==> src/rtl/imm_pkg.sv <==
// Shared encodings, field masks and the stage-1 record for the immediate encoder.
`timescale 1ns/1ps
package imm_pkg;

  // Immediate format selectors (immsrc values); 3'b101..3'b111 are undefined.
  localparam logic [2:0] IMM_I = 3'b000;
  localparam logic [2:0] IMM_S = 3'b001;
  localparam logic [2:0] IMM_B = 3'b010;
  localparam logic [2:0] IMM_J = 3'b011;
  localparam logic [2:0] IMM_U = 3'b100;

  // Instruction bits owned by the immediate in each format; all other bits
  // come from the base instruction word.
  localparam logic [31:0] IMM_I_MASK = 32'hFFF0_0000;
  localparam logic [31:0] IMM_S_MASK = 32'hFE00_0F80;
  localparam logic [31:0] IMM_B_MASK = 32'hFE00_0F80;
  localparam logic [31:0] IMM_J_MASK = 32'hFFFF_F000;
  localparam logic [31:0] IMM_U_MASK = 32'hFFFF_F000;

  // Stage-1 payload: the accepted request plus its range-check verdict.
  typedef struct packed {
    logic [2:0]  immsrc;
    logic [31:0] imm;
    logic [31:0] base_instr;
    logic        err;
  } s1_word_t;

  // Mask of overwritten bits for a format; undefined formats overwrite nothing.
  function automatic logic [31:0] imm_field_mask(input logic [2:0] immsrc);
    case (immsrc)
      IMM_I:   return IMM_I_MASK;
      IMM_S:   return IMM_S_MASK;
      IMM_B:   return IMM_B_MASK;
      IMM_J:   return IMM_J_MASK;
      IMM_U:   return IMM_U_MASK;
      default: return 32'h0000_0000;
    endcase
  endfunction

endpackage

==> src/rtl/imm_range_check.sv <==
// Flags immediates that the selected format cannot represent exactly.
`timescale 1ns/1ps
module imm_range_check
  import imm_pkg::*;
(
  input  logic [2:0]  immsrc,
  input  logic [31:0] imm,
  output logic        err
);

  logic fits_12;  // imm[31:11] all equal: 12-bit signed
  logic fits_13;  // imm[31:12] all equal: 13-bit signed
  logic fits_21;  // imm[31:20] all equal: 21-bit signed

  assign fits_12 = (&imm[31:11]) || !(|imm[31:11]);
  assign fits_13 = (&imm[31:12]) || !(|imm[31:12]);
  assign fits_21 = (&imm[31:20]) || !(|imm[31:20]);

  // Per-format representability; B/J offsets must also be halfword aligned.
  always_comb begin
    // NOTE: err gets a value before the case so no path leaves it unassigned and infers a latch.
    err = 1'b1;
    case (immsrc)
      IMM_I, IMM_S: err = !fits_12;
      IMM_B:        err = !fits_13 || imm[0];
      IMM_J:        err = !fits_21 || imm[0];
      IMM_U:        err = |imm[11:0];
      default:      err = 1'b1;
    endcase
  end

endmodule

==> src/rtl/imm_encoder.sv <==
// Two-stage valid/ready pipeline that packs an immediate into the instruction
// bit positions for its format and merges it over a base instruction word.
`timescale 1ns/1ps
module imm_encoder
  import imm_pkg::*;
#(
  parameter int CNT_W = 16
) (
  input  logic             clk,
  input  logic             reset,
  input  logic             in_valid,
  output logic             in_ready,
  input  logic [2:0]       immsrc,
  input  logic [31:0]      imm,
  input  logic [31:0]      base_instr,
  output logic             out_valid,
  input  logic             out_ready,
  output logic [31:0]      instr,
  output logic             imm_err,
  output logic [CNT_W-1:0] err_count
);

  logic       s1_valid;
  s1_word_t   s1;
  logic       range_err;
  logic       s2_adv;
  logic       s1_adv;
  logic [31:0] fields;
  logic [31:0] mask;
  logic [31:0] enc_instr;

  imm_range_check u_range_check (
    .immsrc (immsrc),
    .imm    (imm),
    .err    (range_err)
  );

  // Stage 2 can take a word when it is empty or being drained this cycle;
  // stage 1 can take one when it is empty or moving into stage 2.
  assign s2_adv   = !out_valid || out_ready;
  assign s1_adv   = s1_valid && s2_adv;
  assign in_ready = !s1_valid || s2_adv;

  // Stage-1 occupancy flag.
  always_ff @(posedge clk) begin
    // NOTE: registers use non-blocking assignments so every stage samples pre-edge values.
    if (reset) begin
      s1_valid <= 1'b0;
    end else if (in_ready) begin
      s1_valid <= in_valid;
    end
  end

  // Stage-1 payload capture on accept.
  always_ff @(posedge clk) begin
    // NOTE: the payload has no reset; it is only ever consumed while s1_valid is set.
    if (in_valid && in_ready) begin
      s1.immsrc     <= immsrc;
      s1.imm        <= imm;
      s1.base_instr <= base_instr;
      s1.err        <= range_err;
    end
  end

  // Field placement for the word held in stage 1.
  always_comb begin
    fields = 32'h0000_0000;
    case (s1.immsrc)
      IMM_I:   fields = {s1.imm[11:0], 20'b0};
      IMM_S:   fields = {s1.imm[11:5], 13'b0, s1.imm[4:0], 7'b0};
      IMM_B:   fields = {s1.imm[12], s1.imm[10:5], 13'b0, s1.imm[4:1], s1.imm[11], 7'b0};
      IMM_J:   fields = {s1.imm[20], s1.imm[10:1], s1.imm[11], s1.imm[19:12], 12'b0};
      IMM_U:   fields = {s1.imm[31:12], 12'b0};
      default: fields = 32'h0000_0000;
    endcase
    mask      = imm_field_mask(s1.immsrc);
    enc_instr = (s1.base_instr & ~mask) | (fields & mask);
  end

  // Stage-2 output register; holds steady while the consumer stalls.
  always_ff @(posedge clk) begin
    if (reset) begin
      out_valid <= 1'b0;
      instr     <= 32'h0000_0000;
      imm_err   <= 1'b0;
    end else if (s2_adv) begin
      out_valid <= s1_valid;
      if (s1_adv) begin
        instr   <= enc_instr;
        imm_err <= s1.err;
      end
    end
  end

  // Saturating count of erroneous words actually handed to the consumer.
  always_ff @(posedge clk) begin
    if (reset) begin
      err_count <= '0;
    end else if (out_valid && out_ready && imm_err && !(&err_count)) begin
      err_count <= err_count + CNT_W'(1);
    end
  end

endmodule

==> config.mk <==
export PLATFORM = sky130hd
export DESIGN_NAME = imm_encoder
export DESIGN_NICKNAME = d
export VERILOG_FILES = /design/src/rtl/imm_pkg.sv /design/src/rtl/imm_range_check.sv /design/src/rtl/imm_encoder.sv
export SDC_FILE = /design/constraint.sdc
export NUM_CORES = 1
export LEC_CHECK = 0
export BUFFER_PORTS_ARGS = -buffer_cell sky130_fd_sc_hd__buf_2
export CAP_MARGIN = 20
export CORE_MARGIN = 2
export CORE_UTILIZATION = 36
export CTS_CLUSTER_DIAMETER = 50
export DETAILED_ROUTE_END_ITERATION = 16
export PLACE_DENSITY = 0.59
export SYNTH_ARGS = -nofsm -noshare
export SYNTH_HDL_FRONTEND = slang
export SYNTH_HIERARCHICAL = 1
export SYNTH_SLANG_ARGS = --single-unit
==> constraint.sdc <==
create_clock -name clk -period 3.6 [get_ports clk]
set_input_delay 0.54 -clock clk [delete_from_list [all_inputs] [get_ports clk]]
set_output_delay 0.54 -clock clk [all_outputs]
set_load 0.05 [all_outputs]
==> results.json, run 1 <==
{
  "status": "completed",
  "synthXorXnorAreaFrac_pct": 0.181,
  "path_max_fanout": 27,
  "rsz0062_at_grt": "false",
  "period_share_pct": 61.7,
  "drcViolationCount": 0,
  "syn_area_mm2": 0.00483,
  "clockBufferDepth": 2,
  "area_delta_synth_final_pct": 27.9,
  "path_clk_slew_ps": 60,
  "yosys_warnings": 6,
  "tightest_slew_ps": 1040,
  "grt-busiest-layer": "met2",
  "die_w_um": 120,
  "use_met3_pct": 4.37,
  "synthesis.nets": 481,
  "yosysTopAreaCellShare_pct": 42.3,
  "drive_above_1_share_pct": 31.4,
  "finalHoldViolCount": 0,
  "power_density_mw_per_mm2": 576,
  "n_antenna_cell": 0,
  "synth_cell_types": 48,
  "grt_pass1_wl_mm": 18.4,
  "ys_async_sr_fraction_pct": 0,
  "ant_nets": 0,
  "synthTopCellsByCount": "edfxtp_1, dfxtp_1, nand2_1",
  "synthTopCellsByArea": "edfxtp_1, dfxtp_1, mux2i_1",
  "vias_per_cell": 5.18,
  "postCtsHoldBufs": 0,
  "fmax_mhz": 450,
  "fin_skew_ps": 6.89,
  "synthAdderAreaFrac_pct": 0.259,
  "finalCoreUtilization_pct": 46.8,
  "io_pins": 122,
  "synth-compound-area-share_pct": 11.4,
  "initial_core_util_pct": 36.6,
  "coreArea_mm2": 0.0132,
  "dr.pass1.iters": 5,
  "vdd_drop_max_uv": 271,
  "synth-simple-area-share_pct": 17.5,
  "finalSetupViolCount": 0,
  "synthFlopType": "edfxtp_1",
  "cts_resized": 0,
  "post_cts_buffers": 0,
  "dieArea_mm2": 0.0144,
  "final_nets": 601,
  "start_kind": "flop",
  "grt_start_max_net_pins": 58,
  "ys_seq_area_share_pct": 63.4,
  "clock_latency_ps": 410,
  "cts_tree": "done",
  "synth.avg_cell_area_um2": 11.8,
  "grt_use_met2_pct": 25.6,
  "port_buffers": 121,
  "synth_edf_count": 68,
  "syn-instance-count": 409,
  "die_y_um": 120,
  "drtIter0Drc": 299,
  "setup_tns_ps": 0,
  "grt_use_total_pct": 16.8,
  "max-cap-violations": 0,
  "yosys.cell_count.top_type": "edfxtp_1",
  "grt_pass1_vias": 3516,
  "routed_wl_mm": 11.4,
  "required_ps": 3840,
  "wl_per_cell_um": 15.9,
  "grtUsageMet1_pct": 22.1,
  "num_vias": 3716,
  "timing.final.crit_period_ps": 2220,
  "grt_overflow": 0,
  "cp-end-kind": "flop",
  "slew_viol_final": 0,
  "synth_top_family_by_area": "simple AND/OR/NAND/NOR gates",
  "p_leak_nw": 2.45,
  "crit_type": "reg2reg",
  "cts_root_buf": "clkbuf_16",
  "antenna_found_initial": 0,
  "synth-seq-cells": 119,
  "yosysTopAreaCell": "edfxtp_1",
  "row_count": 42,
  "relSlewSlack_pct": 30.5,
  "clkSinkCount": 119,
  "hpwl_mm": 8.19,
  "synth_mux_area_share_pct": 4.74,
  "hp-class": "in2reg",
  "gp_congestion": 0.853,
  "numCtsBuffers": 17,
  "worstPathArrival_ps": 2460,
  "cts.htree.levels": 4,
  "fillCellCount": 1242
}
area by class of cell:
type	count	area, um^2	area share [%]
multi-input combinational	265	1660	26.8
sequential	119	3060	49.6
clock inverter	15	180	2.92
tap	176	220	3.57
timing repair buffer	123	621	10.0
inverter	3	11.3	0.182
clock buffer	17	425	6.89
report_power, final:
part           total [mW]  leakage, nW  internal, mW  switching, mW
Clock                1.71        0.289          1.09          0.619
Sequential           1.56         1.08          1.51         0.0406
Combinational       0.294         1.09        0.0920          0.202
Total                3.56         2.45          2.70          0.862
layout by cell type (no fill, tap or decap), types with 2 or more instances in the layout:
cell | synthesis | routed
buf_2 | 5 | 121
edfxtp_1 | 68 | 68
dfxtp_1 | 51 | 51
nand2_1 | 43 | 43
nor2_1 | 42 | 42
a21oi_1 | 28 | 28
mux2i_1 | 18 | 18
a211oi_1 | 18 | 18
clkbuf_16 | 0 | 17
o21ai_0 | 11 | 11
nor4_1 | 10 | 10
nor2b_1 | 9 | 8
nand3_1 | 7 | 7
or3_1 | 7 | 7
nand4_1 | 7 | 7
a311o_1 | 6 | 6
nor3_1 | 6 | 6
a221oi_1 | 5 | 5
and4_1 | 5 | 5
clkinv_4 | 0 | 5
nor3b_1 | 4 | 4
and3_1 | 3 | 3
inv_1 | 3 | 3
o31ai_1 | 3 | 3
or4_1 | 3 | 3
mux2_2 | 3 | 3
clkinv_2 | 0 | 3
bufinv_16 | 0 | 3
clkinvlp_4 | 0 | 3
nand4_2 | 2 | 2
o41ai_1 | 2 | 2
nor2_2 | 2 | 2
and3b_1 | 2 | 2
nand3b_1 | 2 | 2
o211ai_1 | 2 | 2
buf_4 | 1 | 2
o22ai_1 | 2 | 2
worst max-delay path, cell delays in order (launching register included):
cell,delay [ps]
edfxtp_1,980
and3b_1,360
a21oi_4,350
mux2i_1,260
a211oi_1,100
logic make-up after synthesis:
family          count (synthesis)
compound gates                 81
buf+inv                        25
xor+xnor                        1
mux                            22
fa+ha+maj                       1
flops                         119
simple gates                  160
per-layer routing:
| metal | up-vias | routed length, um | part of all wire (%) |
|---|---|---|---|
| met1 | 1751 | 5080 | 44 |
| met2 | 142 | 5330 | 47 |
| met3 | 26 | 724 | 6.3 |
| met4 | 0 | 286 | 2.5 |
| met5 | - | 0 | 0 |
| li1 | 1797 | - | - |
flip-flops by register name (all words and copies together) (netlist names):
name,cells
out_valid,1
err_count,16
s1_valid,1
imm_err,1
s1,68
instr,32
stage by stage:
| step | area (um^2) | worst slack [ps] | std cells | power, mW | hold WS (ps) |
|---|---|---|---|---|---|
| 3_5_place_dp | 5570 | 1360 | 686 | 1.88 | 448 |
| 2_1_floorplan | 4830 | 380 | 409 | 1.77 | 471 |
| 5_1_grt | 6180 | 1210 | 718 | 3.69 | 287 |
| 3_3_place_gp | 5570 | 1470 | 686 | 1.87 | 439 |
| 4_1_cts | 6180 | 1370 | 718 | 3.60 | 278 |
| 6_report | 6180 | 1380 | 718 | 3.56 | 297 |
path summary, 6_finish.rpt:
| path | start | to | slack [ps] | cells past startpoint |
|---|---|---|---|---|
| min reg2reg | instr[3] | instr[3] | 450 | 2 |
| min | base_instr[14] | s1[15] | 300 | 1 |
| max reg2reg | s1[67] | instr[14] | 1380 | 4 |
| max | s1[67] | instr[14] | 1380 | 4 |
No activity file was read; power rests on OpenSTA's default activity.
==> run 2, diff against run 1 <==
--- a/config.mk
+++ b/config.mk
@@ -5,13 +5,14 @@
 export SDC_FILE = /design/constraint.sdc
 export NUM_CORES = 1
 export LEC_CHECK = 0
+export ABC_AREA = 1
 export BUFFER_PORTS_ARGS = -buffer_cell sky130_fd_sc_hd__buf_2
 export CAP_MARGIN = 20
 export CORE_MARGIN = 2
 export CORE_UTILIZATION = 36
 export CTS_CLUSTER_DIAMETER = 50
 export DETAILED_ROUTE_END_ITERATION = 16
-export PLACE_DENSITY = 0.59
+export PLACE_DENSITY = 0.61
 export SYNTH_ARGS = -nofsm -noshare
 export SYNTH_HDL_FRONTEND = slang
 export SYNTH_HIERARCHICAL = 1
==> constraint.sdc (replaced) <==
create_clock -name clk -period 1.81 [get_ports clk]
set_input_delay 0.2715 -clock clk [delete_from_list [all_inputs] [get_ports clk]]
set_output_delay 0.2715 -clock clk [all_outputs]
set_load 0.05 [all_outputs]
==> run 2 against run 1 <==
Worst hold slack lost 260 ps. Wire length grew 4.0%. Die area grew 1.9%. Largest cell class unchanged. Largest power group unchanged.
==> results.json, run 2 <==
{
  "hpwl_mm": 8.65,
  "synth-simple-area-share_pct": 20.2,
  "yosysTopAreaCellShare_pct": 41.5,
  "cts_root_buf": "clkbuf_16",
  "grt_pass1_vias": 3849,
  "p_comb_share_pct": 9.5,
  "synth.avg_cell_area_um2": 9.43,
  "clkSinkCount": 119,
  "dieArea_mm2": 0.0146,
  "largest-register": "s1",
  "yosysTopAreaCell": "edfxtp_1",
  "io_pins": 122,
  "p_int_mw": 5.26,
  "p_sw_share_pct": 24.6,
  "area_delta_synth_final_pct": 29.2,
  "cts_tree": "done",
  "yosys.cell_count.top_type": "nand2_1",
  "setup_ws_ps": 166,
  "crit_type": "reg2reg",
  "post_cts_buffers": 0,
  "final_area_mm2": 0.00636,
  "timing.hold.ws_ps": 36.8,
  "vdd_drop_max_uv": 593,
  "synth-compound-area-share_pct": 11.2,
  "dpl-instance-area_mm2": 0.00578,
  "max-cap-violations": 0,
  "p_clk_share_pct": 46.2,
  "rsz0062_at_grt": "false",
  "cts.htree.levels": 4,
  "timing.rr.start": "err_count[0]",
  "total_power_mw": 6.98,
  "largestRegisters": "s1 x68, instr x32, err_count x16",
  "timing.final.crit_period_ps": 1640,
  "grt_overflow": 0,
  "period_share_pct": 90.8,
  "die_w_um": 121,
  "n_antenna_cell": 0,
  "tightest_slew_ps": 481,
  "cts_resized": 0,
  "port_buffers": 121,
  "setup_tns_ps": 0,
  "cp-end-kind": "flop",
  "start_kind": "flop",
  "dr.pass1.iters": 4,
  "relSlewSlack_pct": 67.9,
  "initial_core_util_pct": 37.0,
  "power_density_mw_per_mm2": 1100,
  "largest_reg_flops": 68,
  "vias_per_cell": 4.75,
  "synthTopCellsByCount": "nand2_1, nor2_1, edfxtp_1",
  "status": "completed",
  "drive_above_1_share_pct": 28.3,
  "gp_congestion": 0.846,
  "row_count": 42,
  "routed_wl_mm": 11.9,
  "clock_latency_ps": 410,
  "synth_mux_area_share_pct": 0,
  "ys_async_sr_fraction_pct": 0,
  "die_y_um": 121,
  "synthXorXnorAreaFrac_pct": 1.07,
  "final_cell_mix": "nand2_1, buf_2, nor2_1",
  "grt_pass1_wl_mm": 19.0,
  "slew_viol_final": 0,
  "path_clk_slew_ps": 50,
  "required_ps": 2100,
  "drtIter0Drc": 257,
  "hp-start": "base_instr[26]",
  "yosys_warnings": 6,
  "synthTopCellsByArea": "edfxtp_1, dfxtp_1, nand2_1",
  "seq_power_share_pct": 44.3,
  "clockBufferDepth": 2,
  "synthFlopType": "edfxtp_1",
  "numCtsBuffers": 17,
  "post-place-ws_ps": 148,
  "finalHoldViolCount": 0,
  "cp-startpoint": "err_count[0]",
  "synth_cell_types": 31,
  "coreArea_mm2": 0.0133,
  "syn-instance-count": 522,
  "num_vias": 4017,
  "hp-class": "in2reg",
  "worstPathArrival_ps": 1940,
  "final_nets": 728,
  "synthesis.nets": 594,
  "drcViolationCount": 0,
  "synthAdderAreaFrac_pct": 0.254,
  "postCtsHoldBufs": 0,
  "fmax_mhz": 608,
  "wl_per_cell_um": 14.0,
  "p_leak_nw": 2.72,
  "p_sw_mw": 1.71,
  "finalSetupViolCount": 0,
  "syn_area_mm2": 0.00492,
  "path_max_fanout": 17,
  "synth_edf_count": 68,
  "ys_seq_area_share_pct": 62.2,
  "synth_top_family_by_area": "simple AND/OR/NAND/NOR gates",
  "grt_use_total_pct": 17.1,
  "synth-seq-cells": 119,
  "fin_skew_ps": 6.18,
  "grt_start_max_net_pins": 69,
  "antenna_found_initial": 0,
  "ant_nets": 0
}
[run 2: cell types whose count changed in the layout (fill, tap and decap cells not counted), sizes merged, moves of 7 or more]
cell / previous run / this run
nand2: 43 / 125
o21ai: 11 / 31
nor4: 11 / 0
nand3: 7 / 22
a211oi: 18 / 0
or3: 7 / 0
nor2b: 9 / 0
a21oi: 29 / 48
mux2i: 18 / 0
inv: 4 / 46
nor2: 44 / 81
[run 2: power groups by stage]
stage | clock network, mW | registers [mW] | logic (mW)
after floorplan | 0 | 3.33 | 0.222
after global routing | 3.44 | 3.11 | 0.720
after detailed placement | 0 | 3.15 | 0.667
after global placement | 0 | 3.14 | 0.659
after CTS | 3.29 | 3.09 | 0.669
final | 3.22 | 3.09 | 0.661
[run 2: logic make-up after synthesis]
group / Yosys count
AO/OA/AOI/OAI: 96
XOR/XNOR: 6
adder cells (fa/ha/maj): 1
buffers and inverters: 61
flip-flops: 119
AND/OR/NAND/NOR: 239
[run 2: routing by layer]
| metal | global-route usage, % | wire, um | vias to the layer above |
|---|---|---|---|
| li1 | - | - | 2033 |
| met1 | 22.3 | 5400 | 1863 |
| met2 | 27.5 | 5720 | 114 |
| met3 | 4.65 | 658 | 7 |
| met4 | 5.74 | 91 | 0 |
| met5 | 0 | 0 | - |
[run 2: layout make-up]
cell class                 instances  area, um^2
clock buffer                      20         447
sequential                       119        3070
tap                              176         220
multi-input combinational        342        1640
inverter                          48         186
fill                            1291        6940
timing repair buffer             128         671
clock inverter                    12         128
[run 2: path summary, 6_finish.rpt]
path	to	cells after the start	slack, ps
setup / recovery	err_count[0]	9	170
hold / removal	s1[27]	1	40
setup reg to reg	err_count[0]	9	170
hold reg to reg	instr[6]	2	470
[run 2: metrics by stage]
step           util (%)  instances
5_1_grt            47.8        845
3_3_place_gp       43.5        813
3_5_place_dp       43.5        813
2_1_floorplan         -        522
4_1_cts            47.8        845
6_report           47.8        845
[run 2: worst max-delay path: stages, from the launching register on]
cell,delay (ps)
dfxtp_2,350
ha_1,240
clkinv_1,90
nor2_4,50
nand2_2,100
nor2_4,50
nor2_4,330
inv_4,150
nor2_1,130
nor2_1,60
==> run 3, diff against run 2 <==
--- a/config.mk
+++ b/config.mk
@@ -5,14 +5,13 @@
 export SDC_FILE = /design/constraint.sdc
 export NUM_CORES = 1
 export LEC_CHECK = 0
-export ABC_AREA = 1
-export BUFFER_PORTS_ARGS = -buffer_cell sky130_fd_sc_hd__buf_2
 export CAP_MARGIN = 20
 export CORE_MARGIN = 2
 export CORE_UTILIZATION = 36
 export CTS_CLUSTER_DIAMETER = 50
 export DETAILED_ROUTE_END_ITERATION = 16
-export PLACE_DENSITY = 0.61
+export DONT_BUFFER_PORTS = 1
+export PLACE_DENSITY = 0.53
 export SYNTH_ARGS = -nofsm -noshare
 export SYNTH_HDL_FRONTEND = slang
 export SYNTH_HIERARCHICAL = 1
==> run 3 against run 2 <==
Final cell count shrank 16%. Critical path depth shrank 5. Power shrank 3.3%. Clock skew grew 5.7 ps. Clock power shrank 6%. Via count shrank 10%. Combinational power shrank 20%. First-iteration DRC count shrank 27%. Die area shrank 1.8%. Worst hold slack gained 21 ps. Non-clock buffer count shrank 16. Critical path type unchanged.
==> results.json, run 3 (same netlist as run 1, synthesis figures left out) <==
{
  "power_density_mw_per_mm2": 1020,
  "largestRegisters": "s1 x68, instr x32, err_count x16",
  "cts_root_buf": "clkbuf_16",
  "final_cell_mix": "dlygate4sd3_1, edfxtp_1, nand2_1, nor2_1, buf_4",
  "path_max_fanout": 9,
  "antenna_found_initial": 0,
  "post_cts_buffers": 0,
  "dieArea_mm2": 0.0144,
  "grt_start_max_net_pins": 48,
  "die_y_um": 120,
  "ant_nets": 0,
  "vias_per_cell": 5.09,
  "grt_use_total_pct": 17.6,
  "max-cap-violations": 0,
  "crit_type": "reg2reg",
  "timing.final.crit_period_ps": 1700,
  "setup_tns_ps": 0,
  "drcViolationCount": 0,
  "vdd_drop_max_uv": 868,
  "cts_tree": "done",
  "finalSetupViolCount": 0,
  "slew_viol_final": 0,
  "fin_cells": 707,
  "p_leak_nw": 2.42,
  "fmax_mhz": 589,
  "hpwl_mm": 8.29,
  "clock_latency_ps": 410,
  "port_buffers": 0,
  "grt_pass1_vias": 3694,
  "grt_overflow": 0,
  "relSlewSlack_pct": 62.3,
  "initial_core_util_pct": 36.6,
  "fillCellCount": 1207,
  "numCtsBuffers": 17,
  "tightest_slew_ps": 565,
  "status": "completed",
  "required_ps": 2130,
  "cp-end-kind": "flop",
  "routed_wl_mm": 12.1,
  "drtIter0Drc": 187,
  "worstPathArrival_ps": 2010,
  "num_vias": 3599,
  "n_antenna_cell": 0,
  "period_share_pct": 93.9,
  "gp_congestion": 0.837,
  "largest-register": "s1",
  "clockBufferDepth": 2,
  "rsz0062_at_grt": "false",
  "finalCoreUtilization_pct": 50.0,
  "dp.cells": 606,
  "clkSinkCount": 119,
  "row_count": 42,
  "largest_reg_flops": 68,
  "die_w_um": 120,
  "timing.hold.ws_ps": 57.3,
  "area_delta_synth_final_pct": 36.6,
  "cts.htree.levels": 4,
  "path_clk_slew_ps": 50,
  "fin_skew_ps": 11.9,
  "hp-class": "in2reg",
  "final_nets": 590,
  "start_kind": "flop",
  "coreArea_mm2": 0.0132,
  "grt_pass1_wl_mm": 19.1,
  "drive_above_1_share_pct": 19.6,
  "io_pins": 122,
  "wl_per_cell_um": 17.2,
  "finalHoldViolCount": 0,
  "dr.pass1.iters": 4
}
-- run 3: report_power, final --
part           leakage (nW)  internal, mW  switching (mW)
Clock                 0.251          1.88            1.15
Combinational          1.08         0.248           0.282
Sequential             1.09          3.01           0.179
Total                  2.42          5.13            1.61
-- run 3: routing by layer --
layer | GRT usage, % | vias to the layer above | part of all wire [%]
li1 | - | 1777 | -
met1 | 21.5 | 1714 | 44
met2 | 28.6 | 96 | 48
met3 | 6.65 | 12 | 6.4
met4 | 5.81 | 0 | 1.2
met5 | 0 | - | 0
-- run 3: cell type report --
type                    count  area, um^2  share of cell area, %
clock buffers              23         448                   6.79
clock inverters             9        81.3                   1.23
inverters                   3        11.3                  0.171
multi-input cells         265        1670                   25.3
flip-flops and latches    119        3090                   46.9
well taps                 176         220                   3.34
repair buffers            112        1070                   16.3
-- run 3: worst paths after layout --
kind	endpoint	startpoint	cells past startpoint	slack, ps
max	instr[13]	s1[66]	4	110
min	instr[7]	reset	2	60
max reg2reg	instr[13]	s1[66]	4	110
min reg2reg	instr[25]	instr[25]	2	470
-- run 3: worst max-delay path, cell delays in order (launching register included) --
cell and delay, ps:
edfxtp_1 520, and3b_1 330, a21oi_4 330, mux2i_1 150
a211oi_1 270
-- run 3: what timing repair did --
action                                  4_1_cts  5_1_grt
hold endpoints to repair                    114        0
hold buffers                                 69        0
resized for setup                             0        0
endpoints found under the setup margin        0        0
-- run 3: stage by stage --
step                power, mW  cell area (um^2)  setup WS (ps)
floorplan                3.51              4870           8.85
global placement         3.64              5360            173
detailed placement       3.64              5360            146
CTS                      6.84              6590            119
global route             7.03              6590           25.9
finish                   6.75              6590            111
